### src/rtl/pipeline_control_unit_pkg.sv
// Shared types for the pipeline stall/flush sequencer.
package pipeline_control_unit_pkg;

    localparam int STATE_W = 2;

    // FSM encodings; the numeric values are visible on state_o for debug.
    typedef enum logic [STATE_W-1:0] {
        ST_RUN      = 2'd0,
        ST_MD_WAIT  = 2'd1,
        ST_MEM_WAIT = 2'd2,
        ST_TRAP     = 2'd3
    } state_e;

    // One decoded set of per-stage controls.
    typedef struct packed {
        logic stall_if;
        logic stall_id;
        logic stall_ex;
        logic stall_mem;
        logic flush_id;
        logic flush_ex;
        logic flush_mem;
        logic trap_ack;
        logic bus_err;
    } ctrl_t;

    // True when the control set freezes any pipeline register.
    function automatic logic any_stall(input ctrl_t c);
        return c.stall_if | c.stall_id | c.stall_ex | c.stall_mem;
    endfunction

endpackage

### src/rtl/pipeline_control_unit_sat_counter.sv
// Saturating up-counter with synchronous clear.
module sat_counter #(
    parameter int W = 32
) (
    input  logic         clk,
    input  logic         clr,
    input  logic         en,
    output logic [W-1:0] q
);

    // Count enabled cycles, holding at all-ones; clear has priority.
    always_ff @(posedge clk) begin
        if (clr)
            q <= '0;
        else if (en && (q != '1))
            q <= q + 1'b1;
    end

endmodule

### src/rtl/pipeline_control_unit.sv
// Central stall/flush sequencer for the 5-stage core. Merges load-use,
// branch redirect, mul/div occupancy, DMEM wait states and trap entry into
// one prioritised set of per-stage controls. Controls are decoded
// combinationally from state and inputs; state and counters are registered.
module pipeline_control_unit
    import pipeline_control_unit_pkg::*;
#(
    parameter int DMEM_TIMEOUT = 16,
    parameter int CNT_W        = 32
) (
    input  logic             clk_i,
    input  logic             reset_i,
    input  logic             hazard_stall_i,
    input  logic             branch_taken_i,
    input  logic             md_start_i,
    input  logic             md_done_i,
    input  logic             dmem_req_i,
    input  logic             dmem_ack_i,
    input  logic             trap_req_i,
    output logic             stall_if_o,
    output logic             stall_id_o,
    output logic             stall_ex_o,
    output logic             stall_mem_o,
    output logic             flush_id_o,
    output logic             flush_ex_o,
    output logic             flush_mem_o,
    output logic             trap_ack_o,
    output logic             bus_err_o,
    output logic [1:0]       state_o,
    output logic [CNT_W-1:0] stall_cnt_o
);

    // Wide enough to hold DMEM_TIMEOUT itself; 0 collapses to a 1-bit stub.
    localparam int                WAIT_W     = $clog2(DMEM_TIMEOUT + 2);
    localparam logic              TIMEOUT_EN = (DMEM_TIMEOUT != 0);
    localparam logic [WAIT_W-1:0] WAIT_LAST  = WAIT_W'(DMEM_TIMEOUT - 1);

    state_e            state, state_n;
    logic [WAIT_W-1:0] wait_cnt, wait_n;
    ctrl_t             ctl;
    logic [CNT_W-1:0]  cnt_q;

    // Prioritised next-state and control decode.
    always_comb begin
        ctl     = '0;
        state_n = state;
        wait_n  = wait_cnt;
        case (state)
            ST_RUN: begin
                if (trap_req_i) begin
                    ctl.flush_id  = 1'b1;
                    ctl.flush_ex  = 1'b1;
                    ctl.flush_mem = 1'b1;
                    ctl.trap_ack  = 1'b1;
                    state_n       = ST_TRAP;
                end else if (dmem_req_i && !dmem_ack_i) begin
                    ctl.stall_if  = 1'b1;
                    ctl.stall_id  = 1'b1;
                    ctl.stall_ex  = 1'b1;
                    ctl.stall_mem = 1'b1;
                    state_n       = ST_MEM_WAIT;
                    wait_n        = WAIT_W'(1);
                end else if (md_start_i) begin
                    ctl.stall_if  = 1'b1;
                    ctl.stall_id  = 1'b1;
                    ctl.stall_ex  = 1'b1;
                    ctl.flush_mem = 1'b1;
                    state_n       = ST_MD_WAIT;
                end else if (branch_taken_i) begin
                    // Redirect squashes the dependent instruction, so the
                    // load-use stall is moot.
                    ctl.flush_id = 1'b1;
                    ctl.flush_ex = 1'b1;
                end else if (hazard_stall_i) begin
                    ctl.stall_if = 1'b1;
                    ctl.stall_id = 1'b1;
                    ctl.flush_ex = 1'b1;
                end
            end
            ST_MD_WAIT: begin
                // Pending traps wait until the unit drains back to RUN.
                if (md_done_i) begin
                    state_n = ST_RUN;
                end else begin
                    ctl.stall_if  = 1'b1;
                    ctl.stall_id  = 1'b1;
                    ctl.stall_ex  = 1'b1;
                    ctl.flush_mem = 1'b1;
                end
            end
            ST_MEM_WAIT: begin
                // A late ack on the timeout cycle still completes cleanly.
                if (dmem_ack_i) begin
                    state_n = ST_RUN;
                    wait_n  = '0;
                end else if (TIMEOUT_EN && (wait_cnt == WAIT_LAST)) begin
                    ctl.bus_err   = 1'b1;
                    ctl.flush_mem = 1'b1;
                    state_n       = ST_RUN;
                    wait_n        = '0;
                end else begin
                    ctl.stall_if  = 1'b1;
                    ctl.stall_id  = 1'b1;
                    ctl.stall_ex  = 1'b1;
                    ctl.stall_mem = 1'b1;
                    wait_n        = wait_cnt + 1'b1;
                end
            end
            ST_TRAP: begin
                // Drop the fetch issued before the redirect landed.
                ctl.flush_id = 1'b1;
                state_n      = ST_RUN;
            end
            default: begin
                state_n = ST_RUN;
                wait_n  = '0;
            end
        endcase
        if (reset_i)
            ctl = '0;
    end

    // State and DMEM wait counter registers.
    always_ff @(posedge clk_i) begin
        if (reset_i) begin
            state    <= ST_RUN;
            wait_cnt <= '0;
        end else begin
            state    <= state_n;
            wait_cnt <= wait_n;
        end
    end

    sat_counter #(.W(CNT_W)) u_stall_cnt (
        .clk (clk_i),
        .clr (reset_i),
        .en  (any_stall(ctl)),
        .q   (cnt_q)
    );

    // Output mapping; registered values are masked while reset is held.
    always_comb begin
        stall_if_o  = ctl.stall_if;
        stall_id_o  = ctl.stall_id;
        stall_ex_o  = ctl.stall_ex;
        stall_mem_o = ctl.stall_mem;
        flush_id_o  = ctl.flush_id;
        flush_ex_o  = ctl.flush_ex;
        flush_mem_o = ctl.flush_mem;
        trap_ack_o  = ctl.trap_ack;
        bus_err_o   = ctl.bus_err;
        state_o     = reset_i ? 2'd0 : 2'(state);
        stall_cnt_o = reset_i ? '0 : cnt_q;
    end

endmodule
### config.mk
export PLATFORM = sky130hd
export DESIGN_NAME = pipeline_control_unit
export DESIGN_NICKNAME = d
export VERILOG_FILES = /design/src/rtl/pipeline_control_unit_pkg.sv /design/src/rtl/pipeline_control_unit_sat_counter.sv /design/src/rtl/pipeline_control_unit.sv
export SDC_FILE = /design/constraint.sdc
export NUM_CORES = 1
export LEC_CHECK = 0
export BUFFER_PORTS_ARGS = -buffer_cell sky130_fd_sc_hd__buf_2
export CAP_MARGIN = 20
export CORE_ASPECT_RATIO = 2
export CORE_MARGIN = 2
export CORE_UTILIZATION = 49
export DETAILED_ROUTE_END_ITERATION = 6
export GPL_ROUTABILITY_DRIVEN = 0
export GPL_TIMING_DRIVEN = 0
export MAX_ROUTING_LAYER = met4
export PLACE_DENSITY = 0.76
export SLEW_MARGIN = 40
export SYNTH_ARGS = -nofsm -noshare
export SYNTH_HDL_FRONTEND = slang
export SYNTH_HIERARCHICAL = 1
export SYNTH_SLANG_ARGS = --single-unit
### constraint.sdc
create_clock -name clk_i -period 2.97 [get_ports clk_i]
set_clock_uncertainty 0.1 [all_clocks]
set_input_delay 0 -clock clk_i [delete_from_list [all_inputs] [get_ports clk_i]]
set_output_delay 0 -clock clk_i [all_outputs]
set_load 0.02 [all_outputs]
==> results.cfg <==
[setup_path]
r2r-end = u_stall_cnt/q[29]
start_kind = flip-flop
crit_path_start = state[0]
critical_path_class = flip-flop to flip-flop
crit_path_end_kind = flip-flop
rr_startpoint = state[0]
ff2ff_path_depth = 11
worst_ep_arrival_time_ns = 2.95
reg2reg_slack_ns = 0.12
crit_required_ns = 3.06
cp-endpoint = u_stall_cnt/q[29]
crit_fanout = 9

[logic_synthesis]
seq_area_frac_synth_pct = 31.4
avgSynthCellArea_um2 = 8.12
ys_warn_count = 6
ys.flop_type = dfxtp_1
syn_inst = 306
syn-num-nets = 322
synth.top_cells.by_count = 39 x dfxtp_1, 38 x nor2b_1, 34 x nor2_1
syn_area_um2 = 2480
ys_types = 54
synth_edf_count = 0
synth.area.top_cells = dfxtp_1 31%, nor2b_1 9.6%, xnor2_1 7.8%
yosysMostFrequentCell = dfxtp_1
synth_top_cell_area_share_pct = 31.4
async_flop_share_pct = 0
synth_seq_cells = 39
yosysTopAreaCell = dfxtp_1

[grt]
grt_max_degree = 13
grt_pass1_vias = 2372
grt_pass1_wl_mm = 10.4
antenna_found_initial = 0
grt_overflow = 0
track_usage_pct = 24.4

[clock_network]
root_buffer = clkbuf_8
clkTransAtPathRegs_ns = 0.08
cts_tree = built
ctsLongestPathBuffers = 2
clock_latency_ns = 0.30
h-tree-depth = 2
cts_buffers = 5
clock-sinks = 39

[sta]
hold_viol_final = 0
setup_tns_ns = 0
slew_headroom_pct = 43.2
worst_pin_slew_ns = 0.844
finalCriticalPeriod_ns = 2.85
max_freq_ghz = 0.350
fin_crit_sh_pct = 96.1
setup-violations-final = 0
report.final.slew_viol_count = 0
layout_setup_ws_ns = 0.116

[layout]
nets = 381
num-fill-cells = 469
drive_gt1_share_pct = 24.3
area_delta_synth_final_pct = 21.0
antenna_cells = 0

[drt]
num_vias = 2445
first_pass_iters = 4
drc = 0
drt-initial-drc-count = 54
post_drt_wl_per_cell_um = 15.2
wl_mm = 6.42
vias_per_cell = 5.78
drtAntennaViolNets = 0

[power_and_ir_drop]
p_comb_share_pct = 24.1
clock_power_share_pct = 36.9
ir_drop_mv = 0.291
p_seq_share_pct = 39.1
switching_share_pct = 29.9
p_sw_mw = 0.433
p_leak_nw = 1.16
p_per_area_nw_per_um2 = 483
internal-power_mw = 1.02
p_total_mw = 1.45

[flow_run]
cap_violations = 0

[floorplanning]
start_util_pct = 51.1
ios = 52
dieArea_um2 = 5690
rows = 36
core_um2 = 4860
die_x_um = 54.3
die_h_um = 105

[worst_hold_path]
hold_start = md_start_i
hp-class = input pin to flip-flop

[placed_design]
place_ws_ns = -0.383
port_buffers = 49
dp_hpwl_mm = 4.79

[run_status]
status = complete, no violations
worst min-delay path by stage:
| stage | slack (ns) | depth (start not counted) | endpoint |
|---|---|---|---|
| floorplan | 0.08 | 2 | stall_mem_o |
| finish | 0.04 | 3 | state[0] |
| detailed placement | 0.27 | 3 | state[1] |
| global route | 0.09 | 3 | state[0] |
| global placement | 0.27 | 3 | state[1] |
| CTS | 0.04 | 3 | state[0] |
logic make-up after synthesis:
kind of cell | Yosys count | synth area share [%]
AND/OR/NAND/NOR | 157 | 37.5
AO/OA/AOI/OAI | 56 | 14.4
flip-flops | 39 | 31.4
XOR/XNOR | 22 | 7.76
buffers and inverters | 22 | 4.08
adder cells (fa/ha/maj) | 7 | 3.53
multiplexers | 3 | 1.31
routing by layer:
layer	vias to the layer above	track usage (%)	routed length (µm)
met1	1171	24.3	2440
met3	12	2.71	202
met4	0	10.2	133
met2	52	44.5	3640
li1	1210	-	-
met5	-	-	0
layout by cell type (no fill, tap or decap), types with 7 or more instances in the layout:
cell type,count
clkbuf_1,10
buf_2,52
xnor2_1,22
nor2_1,34
nand2_1,16
nor4_1,8
dfxtp_1,39
nor2b_1,37
nand3_1,7
a21oi_1,16
nand4_1,13
o21ai_0,13
power groups by stage:
stage	registers [mW]	clock network, mW	logic, mW
6_report	0.567	0.535	0.349
5_1_grt	0.571	0.564	0.386
4_1_cts	0.567	0.543	0.341
3_5_place_dp	0.579	0	0.327
3_3_place_gp	0.578	0	0.322
2_1_floorplan	0.572	0	0.242
timing repair:
item | in CTS | in global routing
hold buffers | 2 | 0
resized for setup | 5 | 1
setup endpoints to repair | 11 | 10
endpoints found under the hold margin | 3 | 0
buffers inserted | 0 | 2
metrics by stage:
stage / utilization [%] / instance area, µm² / instances / hold slack [ns]
after floorplan: - / 2490 / 306 / 0.0801
after global placement: 57.8 / 2810 / 412 / 0.270
after detailed placement: 57.8 / 2810 / 412 / 0.270
after CTS: 61.3 / 2980 / 421 / 0.0430
after global routing: 61.8 / 3000 / 423 / 0.0898
final: 61.8 / 3000 / 423 / 0.0376
critical path: stages (launching register included):
cell and delay (ns):
dfxtp_1 0.36, inv_1 0.12, ha_1 0.26, nor2b_4 0.24, a21boi_1 0.12, a21oi_2 0.21, or2_4 0.19, and3_2 0.27
nand3_4 0.18, nor3_4 0.29, nand4_1 0.13, mux2_2 0.28
sequential cells by signal (all words and copies together) (netlist names):
name and cells:
state 2, u_stall_cnt/q 32, wait_cnt 5
layout make-up:
class | instances | area [µm²] | share of cell area, %
multi-input combinational | 245 | 1640 | 54.6
clock buffer | 6 | 72.6 | 2.42
tap | 57 | 71.3 | 2.37
buffer | 15 | 75.1 | 2.50
clock inverter | 2 | 60.1 | 2.00
sequential | 39 | 781 | 26.0
timing repair buffer | 53 | 280 | 9.33
inverter | 6 | 22.5 | 0.750
No activity file was read; power rests on OpenSTA's default activity.
